[config.mk]
export PLATFORM = sky130hd
export DESIGN_NAME = ascon_perm_engine
export DESIGN_NICKNAME = d
export VERILOG_FILES = /design/src/rtl/ascon_perm_engine.sv
export SDC_FILE = /design/constraint.sdc
export NUM_CORES = 2
export LEC_CHECK = 0
export CAP_MARGIN = 40
export CORE_MARGIN = 5
export CORE_UTILIZATION = 41
export CTS_BUF_LIST = sky130_fd_sc_hd__clkbuf_16
export CTS_CLUSTER_DIAMETER = 30
export DETAILED_ROUTE_END_ITERATION = 12
export HOLD_SLACK_MARGIN = 0.06
export SLEW_MARGIN = 20
export SYNTH_ARGS = -nofsm -noshare
export SYNTH_HDL_FRONTEND = slang
export SYNTH_SLANG_ARGS = --single-unit
[constraint.sdc]
create_clock -name clk -period 15.3 [get_ports clk]
set_input_delay 1.53 -clock clk [delete_from_list [all_inputs] [get_ports clk]]
set_output_delay 1.53 -clock clk [all_outputs]
set_load 0.1 [all_outputs]
[src/rtl/ascon_perm_engine.sv]
// ---------------------------------------------------------------------------
// ascon_perm_engine
// Iterative Ascon permutation engine over a 320-bit state (five 64-bit words).
// The state is loaded and read back one word at a time while the engine is
// idle. A start request runs the last n rounds of the 12-round schedule
// (round constants 12-n .. 11), UNROLL rounds per clock.
//
// Optional build macro:
//   ASCON_PERM_FULL_STATE_EN - adds output state_o (320 bits, word 0 in the
//                              LSBs) mirroring the state register.
// ---------------------------------------------------------------------------
module ascon_perm_engine #(
  parameter int UNROLL = 1
) (
  input  logic         clk,
  input  logic         rst,
  input  logic         start_i,
  input  logic [3:0]   rounds_i,
  input  logic [2:0]   word_sel_i,
  input  logic [63:0]  data_i,
  input  logic         write_en_i,
  input  logic         xor_en_i,
  output logic [63:0]  data_o,
  output logic         ready_o,
  output logic         done_o,
  output logic         err_o
`ifdef ASCON_PERM_FULL_STATE_EN
  ,
  output logic [319:0] state_o
`endif
);

  // Only 1..4 rounds per cycle are supported by the unrolled datapath.
  if ((UNROLL < 1) || (UNROLL > 4)) begin : g_bad_unroll
    $error("ascon_perm_engine: UNROLL must be in the range 1..4");
  end

  localparam logic [3:0] UNROLL_W = 4'(UNROLL);

  typedef enum logic [0:0] {
    S_IDLE = 1'b0,
    S_PERM = 1'b1
  } fsm_e;

  // 64-bit rotate right by a constant amount.
  function automatic logic [63:0] ror64(input logic [63:0] x, input int unsigned sh);
    ror64 = (x >> sh) | (x << (64 - sh));
  endfunction

  // One full Ascon round: constant addition, bitsliced S-box, linear layer.
  function automatic logic [319:0] ascon_round(input logic [319:0] s, input logic [3:0] idx);
    logic [63:0] x0, x1, x2, x3, x4;
    logic [63:0] t0, t1, t2, t3, t4;
    x0 = s[63:0];
    x1 = s[127:64];
    x2 = s[191:128];
    x3 = s[255:192];
    x4 = s[319:256];
    // Round constant for round idx: high nibble 0xF-idx, low nibble idx.
    x2 = x2 ^ {56'd0, (4'hF - idx), idx};
    // Substitution layer, 64 parallel 5-bit S-boxes.
    x0 = x0 ^ x4;
    x4 = x4 ^ x3;
    x2 = x2 ^ x1;
    t0 = ~x0 & x1;
    t1 = ~x1 & x2;
    t2 = ~x2 & x3;
    t3 = ~x3 & x4;
    t4 = ~x4 & x0;
    x0 = x0 ^ t1;
    x1 = x1 ^ t2;
    x2 = x2 ^ t3;
    x3 = x3 ^ t4;
    x4 = x4 ^ t0;
    x1 = x1 ^ x0;
    x0 = x0 ^ x4;
    x3 = x3 ^ x2;
    x2 = ~x2;
    // Linear diffusion layer.
    x0 = x0 ^ ror64(x0, 19) ^ ror64(x0, 28);
    x1 = x1 ^ ror64(x1, 61) ^ ror64(x1, 39);
    x2 = x2 ^ ror64(x2, 1)  ^ ror64(x2, 6);
    x3 = x3 ^ ror64(x3, 10) ^ ror64(x3, 17);
    x4 = x4 ^ ror64(x4, 7)  ^ ror64(x4, 41);
    ascon_round = {x4, x3, x2, x1, x0};
  endfunction

  fsm_e              fsm_q, fsm_d;
  logic [4:0][63:0]  state_q, state_d;
  logic [3:0]        r_q, r_d;
  logic [3:0]        m_q, m_d;
  logic              done_q, done_d;
  logic              err_q, err_d;

  logic              rounds_ok_s;
  logic              last_s;
  logic [3:0]        k_s;
  logic [3:0]        en_s;
  logic [319:0]      st1_s, st2_s, st3_s, st4_s;
  logic [63:0]       wr_word_s;

  assign rounds_ok_s = (rounds_i != 4'd0) && (rounds_i <= 4'd12);
  assign last_s      = (m_q <= UNROLL_W);
  assign k_s         = (m_q < UNROLL_W) ? m_q : UNROLL_W;

  // Stage j is live only when j < min(UNROLL, m); later stages pass through.
  assign en_s[0] = (4'd0 < k_s);
  assign en_s[1] = (4'd1 < k_s);
  assign en_s[2] = (4'd2 < k_s);
  assign en_s[3] = (4'd3 < k_s);

  assign st1_s = en_s[0] ? ascon_round(state_q, r_q)         : state_q;
  assign st2_s = en_s[1] ? ascon_round(st1_s, r_q + 4'd1)    : st1_s;
  assign st3_s = en_s[2] ? ascon_round(st2_s, r_q + 4'd2)    : st2_s;
  assign st4_s = en_s[3] ? ascon_round(st3_s, r_q + 4'd3)    : st3_s;

  // data_o already holds word[word_sel_i] (or 0), which is the XOR operand.
  assign wr_word_s = xor_en_i ? (data_o ^ data_i) : data_i;

  // FSM state register.
  always_ff @(posedge clk or posedge rst) begin
    if (rst) begin
      fsm_q <= S_IDLE;
    end else begin
      fsm_q <= fsm_d;
    end
  end

  // FSM next-state: leave IDLE on a legal start, leave PERM on the last batch.
  always_comb begin
    fsm_d = fsm_q;
    case (fsm_q)
      S_IDLE: begin
        if (start_i && rounds_ok_s) begin
          fsm_d = S_PERM;
        end else begin
          fsm_d = S_IDLE;
        end
      end
      S_PERM: begin
        if (last_s) begin
          fsm_d = S_IDLE;
        end else begin
          fsm_d = S_PERM;
        end
      end
      default: begin
        fsm_d = S_IDLE;
      end
    endcase
  end

  // FSM outputs and datapath next-state: host writes/start in IDLE, rounds in PERM.
  always_comb begin
    state_d = state_q;
    r_d     = r_q;
    m_d     = m_q;
    done_d  = 1'b0;
    err_d   = 1'b0;
    case (fsm_q)
      S_IDLE: begin
        if (write_en_i) begin
          case (word_sel_i)
            3'd0:    state_d[0] = wr_word_s;
            3'd1:    state_d[1] = wr_word_s;
            3'd2:    state_d[2] = wr_word_s;
            3'd3:    state_d[3] = wr_word_s;
            3'd4:    state_d[4] = wr_word_s;
            default: state_d    = state_q;
          endcase
        end else begin
          state_d = state_q;
        end
        if (start_i) begin
          if (rounds_ok_s) begin
            r_d = 4'd12 - rounds_i;
            m_d = rounds_i;
          end else begin
            err_d = 1'b1;
          end
        end else begin
          r_d = r_q;
          m_d = m_q;
        end
      end
      S_PERM: begin
        state_d = st4_s;
        r_d     = r_q + k_s;
        m_d     = m_q - k_s;
        done_d  = last_s;
      end
      default: begin
        state_d = state_q;
      end
    endcase
  end

  // Moore output: ready while idle.
  always_comb begin
    if (fsm_q == S_IDLE) begin
      ready_o = 1'b1;
    end else begin
      ready_o = 1'b0;
    end
  end

  // Datapath registers and registered status pulses.
  always_ff @(posedge clk or posedge rst) begin
    if (rst) begin
      state_q <= '0;
      r_q     <= 4'd0;
      m_q     <= 4'd0;
      done_q  <= 1'b0;
      err_q   <= 1'b0;
    end else begin
      state_q <= state_d;
      r_q     <= r_d;
      m_q     <= m_d;
      done_q  <= done_d;
      err_q   <= err_d;
    end
  end

  // Word readback; indices beyond the state read as zero.
  always_comb begin
    case (word_sel_i)
      3'd0:    data_o = state_q[0];
      3'd1:    data_o = state_q[1];
      3'd2:    data_o = state_q[2];
      3'd3:    data_o = state_q[3];
      3'd4:    data_o = state_q[4];
      default: data_o = 64'd0;
    endcase
  end

  assign done_o = done_q;
  assign err_o  = err_q;

`ifdef ASCON_PERM_FULL_STATE_EN
  assign state_o = state_q;
`endif

endmodule

Yosys cells after proc, flatten, opt, wreduce, memory -nomap -nowiden
Cells that the tools add are included.
{ "word_totals": {"elab_cells": 251, "in_bits": 76, "out_inout_bits": 67, "reg_bits": 331} }
{ "classes": {"reduce_logical": 10, "n_eq_ne": 12, "muxes": 28, "order_cmp": 7, "addsub": 10, "bitwise": 174} }
{ "ops": {"columns": ["op", "count"], "rows": [
  ["$xor A64 B64 Y64", 85],
  ["$mux W320", 5],
  ["$not A64 Y64", 24],
  ["$and A64 B64 Y64", 20],
  ["$pmux W320 S2", 1],
  ["$mux W64", 6],
  ["$pmux W64 S5", 1],
  ["$or A23 B64 Y64", 4],
  ["$or A25 B64 Y64", 4],
  ["$or A3 B64 Y64", 4],
  ["$or A36 B64 Y64", 4],
  ["$or A45 B64 Y64", 4],
  ["$or A47 B64 Y64", 4],
  ["$or A54 B64 Y64", 4],
  ["$or A57 B64 Y64", 4],
  ["$or A58 B64 Y64", 4],
  ["$or A63 B64 Y64", 4],
  ["$xor A64 B8 Y64", 4],
  ["$mux W4", 5],
  ["$sub A4 B4 Y4 const A", 5],
  ["$pmux W4 S2", 2],
  ["$reduce_and A2 Y1", 6],
  ["$ne A2 B1 Y1 const B", 5],
  ["$add A4 B2 Y4 const B", 2],
  ["other kinds (18)", 30]
]} }

Logic depth before layout (Yosys ltp)
{ "logic_depth": {"depth_word": 42, "depth_mapped": 11, "ltp_nobuf": 8} }

Least setup slack after synthesis
OpenSTA, ideal clock, no wires.
{ "synth_timing": {"path_type": "input -> output", "startpoint": "input word_sel_i[0]", "endpoint": "output data_o[56]", "arrival_time_ps": 4459, "path_buffers": 3, "t_required_ps": 13770, "path_stages": 6, "setup_slack_ps": 9311, "path_cell_list": "buf_2 -> buf_2 -> clkinv_1 -> clkbuf_1 -> a31oi_1 -> o21ai_0"} }
{ "synth_between": {"elab_chain_len": 2, "word_cells_on_any_way": 6, "cone_classes": "eq/ne: 4; mux: 1; reduce/logical: 1"} }
{ "synth_lines": {"columns": ["element", "line", "source"], "rows": [
  ["from (decl)", "19", "input logic [2:0] word_sel_i,"],
  ["$eq A3 B3 Y1, or another cell as far along", "226", "case (word_sel_i)"],
  ["$pmux W64 S5 (*)", "226", null],
  ["to (decl)", "23", "output logic [63:0] data_o,"]
]} }
Mark *: on every way between the ends. The rest lies on a longest branch, timed or not.

Worst setup path after layout
{ "layout_timing": {"startpoint": "input word_sel_i[1]", "endpoint": "output data_o[35]"} }
The elaborated chain is that of the path after synthesis.

==> metrics.yaml <==
run_status:
  status: "completed"
timing:
  setup_viol: 0
  finalHoldViolations: 0
  relSlewSlack_pct: 31.6
  tns_ns: 0
  fin_crit_sh_pct: 41.7
  max_slew.worst_pin.slew_ns: 1.02
  min_period_ns: 6.37
  rsz0062_at_grt: "no"
  timing.fmax_mhz: 157
  slew_viol_final: 0
  clock_skew_ns: 0.0379
floorplan:
  die_w_um: 306
  die-area_um2: 93900
  core_area_um2: 87000
  initial_core_util_pct: 41.4
  io_pins: 143
  rows: 108
  fp.dieH_um: 306
global_route:
  grt.total_usage_pct: 34.9
  globalRouteMet2Util_pct: 53.2
  grt_pass1_vias: 31000
  top_usage_layer: "met2"
  grt_use_met3_pct: 8.96
  grt.met1_usage_pct: 46.1
  grt_start_max_net_pins: 132
  grt_pass1_wl_mm: 238
  antenna_found_initial: 13
  grt_remaining_overflow: 0
clock_tree:
  clkSinkCount: 331
  clk_pin_slew_ns: 0.04
  post_cts_buffers: 0
  cts_buffers: 110
  clockBufferDepth: 3
  cts_tree: "built"
  cts_resized: 0
  insertion_delay_ns: 0.70
  cts-htree-levels: 3
  cts_hold_buf: 0
  cts_root_buffer: "clkbuf_16"
route:
  via_count: 33300
  drt_iter0_drc: 4973
  dr.pass1.iters: 9
  ant_nets: 0
  drt-total-wl_mm: 170
  routed_via_density: 6.37
  wl_per_cell_um: 32.6
  drc: 0
worst_setup_path:
  cp_max_fo: 52
  critPathKind: "input pin to primary output"
  worstSetupEndpointType: "primary output"
  cp_data_required_time_ns: 13.77
  cp.arrival_ns: 4.84
  start_kind: "input pin"
hold_path:
  worstHoldPathType: "flip-flop to flip-flop"
synthesis:
  synthCells: 3690
  ys_warn_count: 0
  synth_seq_cells: 331
  syn-mean-instance-area_um2: 9.77
  synth-seq-area-share_pct: 23.0
  ys.flop_type: "dfrtp_1"
  synthesis.area_um2: 36000
  synth_cell_types: 72
  synth-async-reset-ratio_pct: 100
  synth_edf_count: 0
layout:
  finalNetCount: 4176
  fill_cells: 7992
  area_growth_pct: 23.3
  drive_above_1_share_pct: 14.7
placement:
  dp_hpwl_mm: 127
  port_buffers: 142
  gp_congestion: 1.09
run:
  cap_violations: 0
==> cell families (layout without fill, tap and decap cells) <==
logic type / Yosys count / after routing / synth area share (%)
muxes: 191 / 191 / 6.95
xor gates and xnor gates: 913 / 913 / 33.1
buffers and inverters: 370 / 742 / 4.24
adders and majority gates: 159 / 159 / 5.41
other: 2 / 8 / 0.0208
and+or+nand+nor: 956 / 956 / 11.9
DFF: 331 / 331 / 23.0
AOI/OAI and AO/OA: 768 / 768 / 15.5
==> per-layer routing <==
| metal | vias up | wire, µm |
|---|---|---|
| li1 | 13900 | - |
| met1 | 16500 | 65500 |
| met2 | 2342 | 73800 |
| met3 | 489 | 19900 |
| met4 | 12 | 11100 |
| met5 | - | 80 |
==> registers in the layout, summed over array words and instances (netlist names) <==
name and flops:
err_o 1, m_q 4, state_q 320, fsm_q 1, r_q 4, done_o 1
==> worst paths after layout <==
kind / from / slack, ns / cells past startpoint / endpoint
setup / recovery: word_sel_i[1] / 8.93 / 8 / data_o[35]
min in group asynchronous: rst / 1.33 / 2 / state_q[143]
setup reg to reg: fsm_q / 11.52 / 7 / state_q[36]
hold / removal: state_q[56] / 0.57 / 2 / state_q[56]
hold reg to reg: state_q[56] / 0.57 / 2 / state_q[56]
max in group asynchronous: rst / 12.06 / 5 / state_q[165]
==> placed cells by master, fill, tap and decap left out, types with 139 or more instances in the layout <==
cell type / n
nor2_1: 320
inv_1: 167
a21oi_1: 161
dfrtp_1: 330
xnor3_1: 247
nand2_1: 353
xor2_1: 177
o21ai_0: 146
mux2i_1: 141
xnor2_1: 427
clkdlybuf4s50_1: 139
==> worst max-delay path, cell delays in order <==
cell and delay, ns:
buf_8 0.41, buf_4 0.29, buf_16 0.27, buf_4 0.72, mux4_2 0.60, a22o_1 0.24
clkdlybuf4s50_1 0.47, buf_8 0.19
==> cell type report <==
type	count	area, µm²	area share [%]
multi-input cells	2990	26300	59.2
flip-flops and latches	331	8290	18.6
repair buffers	368	3850	8.67
clock buffers	110	2750	6.19
well taps	1155	1450	3.25
clock inverters	99	1140	2.57
inverters	165	629	1.42
diodes	5	12.5	0.0282
==> synth_stat cells (7+ instances only) <==
library cell,instances,share of area [%]
a21oi_1,161,2.2
a221oi_1,60,1.5
a22o_1,47,1.1
a2bb2oi_1,53,1.3
a32o_1,14,0.39
a32oi_1,36,0.87
and2_1,46,0.80
and3_1,65,1.1
buf_1,13,0.14
buf_2,44,0.61
buf_6,8,0.25
clkbuf_1,133,1.4
dfrtp_1,331,23
ha_1,133,4.6
inv_1,163,1.7
maj3_1,13,0.36
maj3_2,12,0.37
mux2i_1,141,3.9
mux4_2,47,2.9
nand2_1,357,3.7
nand3_1,68,0.94
nor2_1,323,3.4
o21ai_0,146,2.0
o221a_2,47,1.5
o221ai_1,102,2.5
o22ai_1,46,0.80
o31ai_1,17,0.35
or3_1,47,0.82
or4_1,8,0.17
or4_4,7,0.22
xnor2_1,428,10
xnor2_2,48,2.2
xnor3_1,247,15
xor2_1,177,4.3
xor3_1,9,0.59
==> through the flow <==
stage | util (%) | setup WS [ns] | hold WS (ns) | instances | instance area (µm²)
after floorplan | - | 4.60 | 0.504 | 3691 | 36000
after global placement | 44.2 | 8.43 | 0.556 | 4832 | 38500
after detailed placement | 46.3 | 8.74 | 0.552 | 4993 | 40300
after CTS | 50.8 | 8.71 | 0.561 | 5202 | 44200
after global routing | 51.0 | 8.82 | 0.601 | 5218 | 44400
final | 51.1 | 8.93 | 0.567 | 5223 | 44400
Power is left out: the tool's default activity adds up to more than one toggle a clock period on the data nets, which glitch-free logic cannot reach.
